===== config.mk =====
export PLATFORM = sky130hd
export DESIGN_NAME = encode_mul_pipe
export DESIGN_NICKNAME = d
export VERILOG_FILES = /design/src/rtl/encode_arith_pkg.sv /design/src/rtl/encode_mul_post.sv /design/src/rtl/encode_mul_pipe.sv
export SDC_FILE = /design/constraint.sdc
export NUM_CORES = 1
export LEC_CHECK = 0
export ABC_AREA = 0
export BUFFER_PORTS_ARGS = -buffer_cell sky130_fd_sc_hd__buf_4
export CAP_MARGIN = 20
export CORE_MARGIN = 2
export CORE_UTILIZATION = 65
export CTS_CLUSTER_DIAMETER = 30
export DETAILED_ROUTE_END_ITERATION = 10
export HOLD_SLACK_MARGIN = 0.02
export PLACE_DENSITY = 0.85
export SYNTH_ARGS = -nofsm -noshare
export SYNTH_HDL_FRONTEND = slang
export SYNTH_HIERARCHICAL = 1
export SYNTH_SLANG_ARGS = --single-unit

===== constraint.sdc =====
create_clock -name clk -period 8.95 [get_ports clk]
set_input_delay 1.79 -clock clk [delete_from_list [all_inputs] [get_ports clk]]
set_output_delay 1.79 -clock clk [all_outputs]
set_load 0.005 [all_outputs]

===== src/rtl/encode_arith_pkg.sv =====
// encode_arith_pkg: shared stage bounds, product-width and saturation helpers for the encode datapath
package encode_arith_pkg;
  localparam int MUL_STAGE_MIN = 3;
  localparam int MUL_STAGE_MAX = 8;
  localparam int SAT_VEC_W = 65;
  function automatic int prod_width(input int a_w, input int b_w);
    return a_w + b_w;
  endfunction
  // Range limit of a w-bit result, extended to SAT_VEC_W bits: signed picks min/max by neg, unsigned is all-ones
  function automatic logic [SAT_VEC_W-1:0] sat_limit(input logic neg, input int w, input logic sgn);
    logic [SAT_VEC_W-1:0] m;
    for (int i = 0; i < SAT_VEC_W; i++)
      m[i] = sgn ? (neg ? i >= w - 1 : i < w - 1) : i < w;
    return m;
  endfunction
endpackage


===== src/rtl/encode_mul_post.sv =====
// encode_mul_post: combinational round / shift / narrow / overflow of a full-width product
// Ports: prod (PW-bit exact product) -> dout (W bits), ovf (narrowing lost magnitude)
// Build option: ENCODE_MUL_PIPE_SAT_EN selects saturating narrowing; otherwise truncate and ovf=0
module encode_mul_post import encode_arith_pkg::*; #(
  parameter int PW = 25,
  parameter int W = 25,
  parameter int SHIFT = 0,
  parameter int ROUND = 0,
  parameter bit P_S = 1'b0
) (
  input  logic [PW-1:0] prod,
  output logic [W-1:0]  dout,
  output logic          ovf
);
  localparam int RS = SHIFT > 0 ? SHIFT - 1 : 0;
  localparam logic [PW:0] RC = (ROUND != 0 && SHIFT > 0) ? (PW + 1)'(1) << RS : '0;
  logic [PW:0] sum, sh;
  logic signed [PW:0] sh_s;
  always_comb begin
    sum = (P_S ? {prod[PW-1], prod} : {1'b0, prod}) + RC;
    sh_s = $signed(sum) >>> SHIFT;
    sh = P_S ? sh_s : sum >> SHIFT;
  end
`ifdef ENCODE_MUL_PIPE_SAT_EN
  logic [PW:0] lo_ext;
  // In range exactly when the shifted value equals the extension of its own low W bits
  assign lo_ext = P_S ? {{(PW + 1 - W){sh[W-1]}}, sh[W-1:0]} : {{(PW + 1 - W){1'b0}}, sh[W-1:0]};
  assign ovf = sh != lo_ext;
  assign dout = ovf ? W'(sat_limit(sh[PW], W, P_S)) : sh[W-1:0];
`else
  logic unused_hi;
  assign unused_hi = ^sh[PW:W];
  assign dout = sh[W-1:0];
  assign ovf = 1'b0;
`endif
endmodule


===== src/rtl/encode_mul_pipe.sv =====
// encode_mul_pipe: pipelined signed/unsigned multiplier with valid tracking and post-processing
// Ports: clk, reset (async active-low), ce (global hold), din0/din1/in_vld in; dout/out_vld/ovf out
// Build option: ENCODE_MUL_PIPE_SAT_EN selects saturating narrowing; otherwise truncate and ovf=0
module encode_mul_pipe import encode_arith_pkg::*; #(
  parameter int ID = 1,
  parameter int NUM_STAGE = 4,
  parameter int din0_WIDTH = 15,
  parameter int din1_WIDTH = 10,
  parameter int dout_WIDTH = 25,
  parameter int A_SIGNED = 0,
  parameter int B_SIGNED = 0,
  parameter int SHIFT = 0,
  parameter int ROUND = 0
) (
  input  logic                  clk,
  input  logic                  reset,
  input  logic                  ce,
  input  logic [din0_WIDTH-1:0] din0,
  input  logic [din1_WIDTH-1:0] din1,
  input  logic                  in_vld,
  output logic [dout_WIDTH-1:0] dout,
  output logic                  out_vld,
  output logic                  ovf
);
  localparam int PW = prod_width(din0_WIDTH, din1_WIDTH);
  localparam bit P_S = A_SIGNED != 0 || B_SIGNED != 0;
  localparam int ND = NUM_STAGE - MUL_STAGE_MIN;
  if (NUM_STAGE < MUL_STAGE_MIN || NUM_STAGE > MUL_STAGE_MAX) begin : g_bad_stage
    $error("encode_mul_pipe %0d: NUM_STAGE %0d outside legal range", ID, NUM_STAGE);
  end
  if (din0_WIDTH < 2 || din0_WIDTH > 32 || din1_WIDTH < 2 || din1_WIDTH > 32) begin : g_bad_din
    $error("encode_mul_pipe %0d: operand width outside 2..32", ID);
  end
  if (dout_WIDTH < 1 || dout_WIDTH > PW) begin : g_bad_dout
    $error("encode_mul_pipe %0d: dout_WIDTH %0d outside 1..%0d", ID, dout_WIDTH, PW);
  end
  if (SHIFT < 0 || SHIFT > PW - 1 || A_SIGNED < 0 || A_SIGNED > 1 || B_SIGNED < 0 || B_SIGNED > 1 ||
      ROUND < 0 || ROUND > 1) begin : g_bad_mode
    $error("encode_mul_pipe %0d: illegal SHIFT/ROUND/signedness setting", ID);
  end
  logic [din0_WIDTH-1:0] a_q, a_d;
  logic [din1_WIDTH-1:0] b_q, b_d;
  logic [PW-1:0] a_x, b_x, p_q, p_d, p_t;
  logic v1_q, v1_d, v2_q, v2_d, v_t, vld_q, vld_d, ovf_q, ovf_d, post_ovf;
  logic [dout_WIDTH-1:0] dout_q, dout_d, post_dout;
  // Extending both operands to PW bits keeps the low PW bits of the product exact for every signedness mix
  always_comb begin
    a_d = ce ? din0 : a_q;
    b_d = ce ? din1 : b_q;
    v1_d = ce ? in_vld : v1_q;
    a_x = {{(PW - din0_WIDTH){A_SIGNED != 0 && a_q[din0_WIDTH-1]}}, a_q};
    b_x = {{(PW - din1_WIDTH){B_SIGNED != 0 && b_q[din1_WIDTH-1]}}, b_q};
    p_d = ce ? a_x * b_x : p_q;
    v2_d = ce ? v1_q : v2_q;
    dout_d = ce ? post_dout : dout_q;
    ovf_d = ce ? post_ovf : ovf_q;
    vld_d = ce ? v_t : vld_q;
  end
  always_ff @(posedge clk or negedge reset)
    if (!reset) begin
      a_q <= '0;
      b_q <= '0;
      v1_q <= 1'b0;
      p_q <= '0;
      v2_q <= 1'b0;
      dout_q <= '0;
      ovf_q <= 1'b0;
      vld_q <= 1'b0;
    end else begin
      a_q <= a_d;
      b_q <= b_d;
      v1_q <= v1_d;
      p_q <= p_d;
      v2_q <= v2_d;
      dout_q <= dout_d;
      ovf_q <= ovf_d;
      vld_q <= vld_d;
    end
  if (ND > 0) begin : g_dly
    logic [ND-1:0][PW-1:0] dp_q, dp_d;
    logic [ND-1:0] dv_q, dv_d;
    // Shift toward the top; the truncating cast drops the oldest entry
    always_comb begin
      dp_d = ce ? (ND * PW)'({dp_q, p_q}) : dp_q;
      dv_d = ce ? ND'({dv_q, v2_q}) : dv_q;
    end
    always_ff @(posedge clk or negedge reset)
      if (!reset) begin
        dp_q <= '0;
        dv_q <= '0;
      end else begin
        dp_q <= dp_d;
        dv_q <= dv_d;
      end
    assign p_t = dp_q[ND-1];
    assign v_t = dv_q[ND-1];
  end else begin : g_nodly
    assign p_t = p_q;
    assign v_t = v2_q;
  end
  encode_mul_post #(
    .PW(PW), .W(dout_WIDTH), .SHIFT(SHIFT), .ROUND(ROUND), .P_S(P_S)
  ) u_post (
    .prod(p_t), .dout(post_dout), .ovf(post_ovf)
  );
  assign dout = dout_q;
  assign out_vld = vld_q;
  assign ovf = ovf_q;
endmodule


# Word-level counts from Yosys, hierarchy flattened
# Index checks and enable logic that the tools add are counted.
dict set report word_totals {
  register_bits 104
  latchBits 0
  ramBits 0
  romBits 0
  input_bits 29
  output_inout_bits 27
  elab_cells 10
  n_memories 0
}
dict set report op_classes {
  n_addsub 0
  mul 1
  div 0
  order_cmp 0
  n_eq_ne 0
  shift 0
  n_mux 0
  bitwise 0
  n_reduce_logical 0
}
# cell count
set ops {}
lappend ops {{$mul A15 B10 Y25} 1}

# Depth between registers and ports, before layout
dict set report depth {
  depth_word 1
  depth_mapped 19
  depth_no_buf 18
}

# By module
# Netlist, hierarchy kept.
# module n_inst cells_per_inst area_per_inst_um2 seq_area_each_um2
set by_module_without_submodules {}
lappend by_module_without_submodules {encode_mul_pipe 1 822 8821.0 2627.5}
lappend by_module_without_submodules {encode_mul_post 1 27 198.9 0.0}

# Worst setup path after synthesis
# OpenSTA, ideal clock, no wires.
dict set report synth_timing {
  path_type {register to register}
  startpoint {register b_q[1]}
  endpoint {register p_q[21]}
  setup_ns 0.095
  t_arrival_ns 4.944
  t_required_ns 8.855
  slack_ns 3.910
  stages_incl_launch_ff 18
  path_buffers 2
  period_less_slack_ns 5.040
  path_cell_list {dfrtp_1 clkbuf_1 nand2_1 fa_1 inv_1 fa_1 fa_1 fa_1 inv_1 fa_1 inv_1 ha_1 clkbuf_1 nand3_1 or3_1 a211oi_1 nor4_1 o31ai_1}
}
dict set report synth_via {
  elab_chain_len 1
}
# element line_no
set synth_rtl {}
lappend synth_rtl {{start: declaration} encode_mul_pipe.sv:42} ;# logic [din1_WIDTH-1:0] b_q, b_d;
lappend synth_rtl {{start signal: assignment} encode_mul_pipe.sv:62} ;# b_q <= '0;
lappend synth_rtl {{start signal: assignment} encode_mul_pipe.sv:71} ;# b_q <= b_d;
lappend synth_rtl {{$mul A15 B10 Y25} encode_mul_pipe.sv:53} ;# p_d = ce ? a_x * b_x : p_q;
lappend synth_rtl {{end signal: assignment} encode_mul_pipe.sv:73} ;# p_q <= p_d;
lappend synth_rtl {{end: declaration} encode_mul_pipe.sv:43} ;# logic [PW-1:0] a_x, b_x, p_q, p_d, p_t;
# Every way passes these cells.
# A chain may end at the register's enable or synchronous reset.

# Worst setup path in the final report
# Ends and elaborated chain as after synthesis.

==> results.py <==
metrics = {
    "synth": {
        "synth-seq-cells": 105,
        "avgSynthCellArea_um2": 10.62,
        "synthCells": 849,
        "synth.cell_area_mm2": 0.009020,
        "seq_area_frac_synth_pct": 29.13,
        "synth-main-ff-cell": "dfrtp_1",
        "yosysTopAreaCellShare_pct": 29.13,
        "synth.area.top_cells": "dfrtp_1 29%, fa_1 23%, mux2_2 12%, ha_1 8.3%, and2_1 5.8%",
        "synth_top_area_cell": "dfrtp_1",
        "syn_nets": 1040,
        "synth_edf_count": 0,
        "ys_types": 51,
        "synthArstFlopShare_pct": 100.0,
        "synth.most_common_cell": "inv_1",
        "yosys_warnings": 6,
        "ys_top_cells_by_count": "117 x inv_1, 105 x dfrtp_1, 102 x fa_1",
    },
    "global_routing": {
        "grt_max_degree": 82,
        "grt_pass1_vias": 6479,
        "grt_usage_pct": 26.50,
        "grt_pass1_wl_um": 30560,
        "overflow": 0,
        "antenna_found_initial": 0,
    },
    "floorplan": {
        "dieHeight_um": 121.8,
        "core_mm2": 0.01372,
        "rows": 43,
        "start_util_pct": 65.75,
        "die_w_um": 121.8,
        "ios": 56,
        "die_area_mm2": 0.01484,
    },
    "layout": {
        "drive_above_1_share_pct": 19.88,
        "n_antenna_cell": 0,
        "finish.net_count": 1041,
        "area_growth_pct": 6.631,
    },
    "route": {
        "dr.first_iter.drc_count": 360,
        "wl_per_cell_um": 17.14,
        "drt_pass1_iterations": 5,
        "wl_um": 17750,
        "drc_errors": 0,
        "via_per_inst": 5.795,
        "ant_nets": 0,
        "vias": 5998,
    },
    "timing": {
        "maxSlewViolCount": 0,
        "finalCritPeriodShare_pct": 62.05,
        "fmax_ghz": 0.1801,
        "final-hold-violation-count": 0,
        "setup_viol": 0,
        "fin_crit_ns": 5.554,
        "setup_tns_ns": 0,
        "worst_pin_slew_ns": 1.029,
        "rsz0062_at_grt": "no",
        "relSlewSlack_pct": 31.37,
        "skew_ns": 0.01303,
    },
    "worst_setup_path": {
        "crit_path_start_kind": "flip-flop",
        "worstPathRequired_ns": 9.22,
        "worstSetupPathType": "reg -> reg",
        "path_max_fanout": 16,
        "crit_top_cell": "fa_1",
        "slowest_stage": "dfrtp_1",
        "max_stage_delay_ns": 0.67,
        "arrival_ns": 5.82,
        "end_kind": "flip-flop",
        "path_cells": "nand2_1 > fa_1 > inv_1 > fa_1 > fa_1 > fa_1 > inv_1 > fa_1 > inv_1 > ha_1 > a211oi_1 > a211oi_1 > o41ai_1 > o32ai_1 > o31a_1 > o31ai_1",
    },
    "clocking": {
        "clk_pin_slew_ns": 0.09,
        "cts_buffers": 9,
        "post_cts_buffers": 0,
        "cts_hold_buf": 0,
        "clockBufferDepth": 2,
        "h-tree-depth": 3,
        "clock_latency_ns": 0.36,
        "cts_resized": 0,
        "tritoncts": "yes",
        "cts-root-buf": "clkbuf_16",
        "clkSinkCount": 105,
    },
    "place": {
        "globalplace.congestion": 0.9106,
        "dpl.hpwl_um": 13200,
        "port-buffer-count": 55,
    },
    "worst_hold_path": {
        "hold_path_class": "reg -> reg",
    },
    "run_status": {
        "status": "finished, final reports clean",
    },
    "flow_run": {
        "drv_cap": 0,
    },
}
[stage by stage]
stage               instances  cell area [um^2]  hold WS [ns]  utilization, %  worst slack [ns]
floorplan                 849              9020        0.4462               -             3.910
global placement         1019              9324        0.4811           67.96             3.549
detailed placement       1019              9324        0.4865           67.96             3.439
CTS                      1035              9618        0.5069           70.10             3.423
global route             1035              9618        0.5200           70.10             3.153
finish                   1035              9618        0.5051           70.10             3.396
[per-layer routing]
| metal | GRT usage, % | vias to the layer above | routed length, um |
|---|---|---|---|
| li1 | - | 2729 | - |
| met1 | 33.58 | 3083 | 7376 |
| met2 | 47.14 | 153 | 9306 |
| met3 | 4.120 | 33 | 678 |
| met4 | 7.902 | 0 | 384 |
| met5 | 0 | - | 0 |
[path summary, 6_finish.rpt]
check | start | to | slack, ns | cells after the start
min in group asynchronous | reset | b_q[7] | 1.37 | 1
worst max register to register | b_q[1] | p_q[21] | 3.40 | 16
worst min register to register | g_dly.dp_q[20] | g_dly.dp_q[20] | 0.51 | 1
max in group asynchronous | reset | p_q[20] | 6.32 | 2
worst max-delay path | b_q[1] | p_q[21] | 3.40 | 16
worst min-delay path | g_dly.dp_q[20] | g_dly.dp_q[20] | 0.51 | 1
[cells by family (layout without fill, tap and decap cells)]
family                     Yosys count  count (layout)  share of synthesized area [%]
xor gates and xnor gates            14              14                          1.359
other                                1               1                        0.04157
adders and majority gates          162             162                          30.96
and+or+nand+nor                    219             219                          12.32
AOI/OAI and AO/OA                   69              69                          5.618
buffers and inverters              184             190                          8.739
muxes                               95              95                          11.83
DFF                                105             105                          29.13
[worst max-delay path, delay by kind of cell, from the launching register on]
| kind | cells | cell delay [ns] |
|---|---|---|
| DFF | 1 | 0.67 |
| and+or+nand+nor | 1 | 0.16 |
| buffers and inverters | 3 | 0.14 |
| adders and majority gates | 6 | 2.94 |
| AOI/OAI and AO/OA | 6 | 1.54 |
[registers in the layout, indices dropped and copies added (netlist names)]
register	flops
p_q	25
v2_q	1
ovf	1
out_vld	1
v1_q	1
a_q	15
dout	25
g_dly.dp_q	25
b_q	10
g_dly.dv_q	1
[final cells by class]
class | count | area [um^2]
sequential | 105 | 2628
tap | 180 | 225.2
clock inverter | 7 | 68.82
multi-input combinational | 560 | 5604
inverter | 117 | 439.2
timing repair buffer | 57 | 427.9
fill | 1017 | 4101
clock buffer | 9 | 225.2
[cells in the final DEF (no fill, tap or decap), types with 6 or more instances in the layout]
cell type	instances
nor2_1	16
xor2_1	7
nand3_1	7
fa_1	102
o21ai_1	7
and2_1	83
clkbuf_16	9
xnor2_1	7
dfrtp_1	105
ha_1	60
nand4_1	8
a21oi_1	18
inv_1	117
a21o_1	7
buf_4	57
mux2_2	93
nand2_1	88
and3_1	6
Power is not shown: default switching activity piles up to over one toggle a cycle in this logic, so the estimate is an artifact.
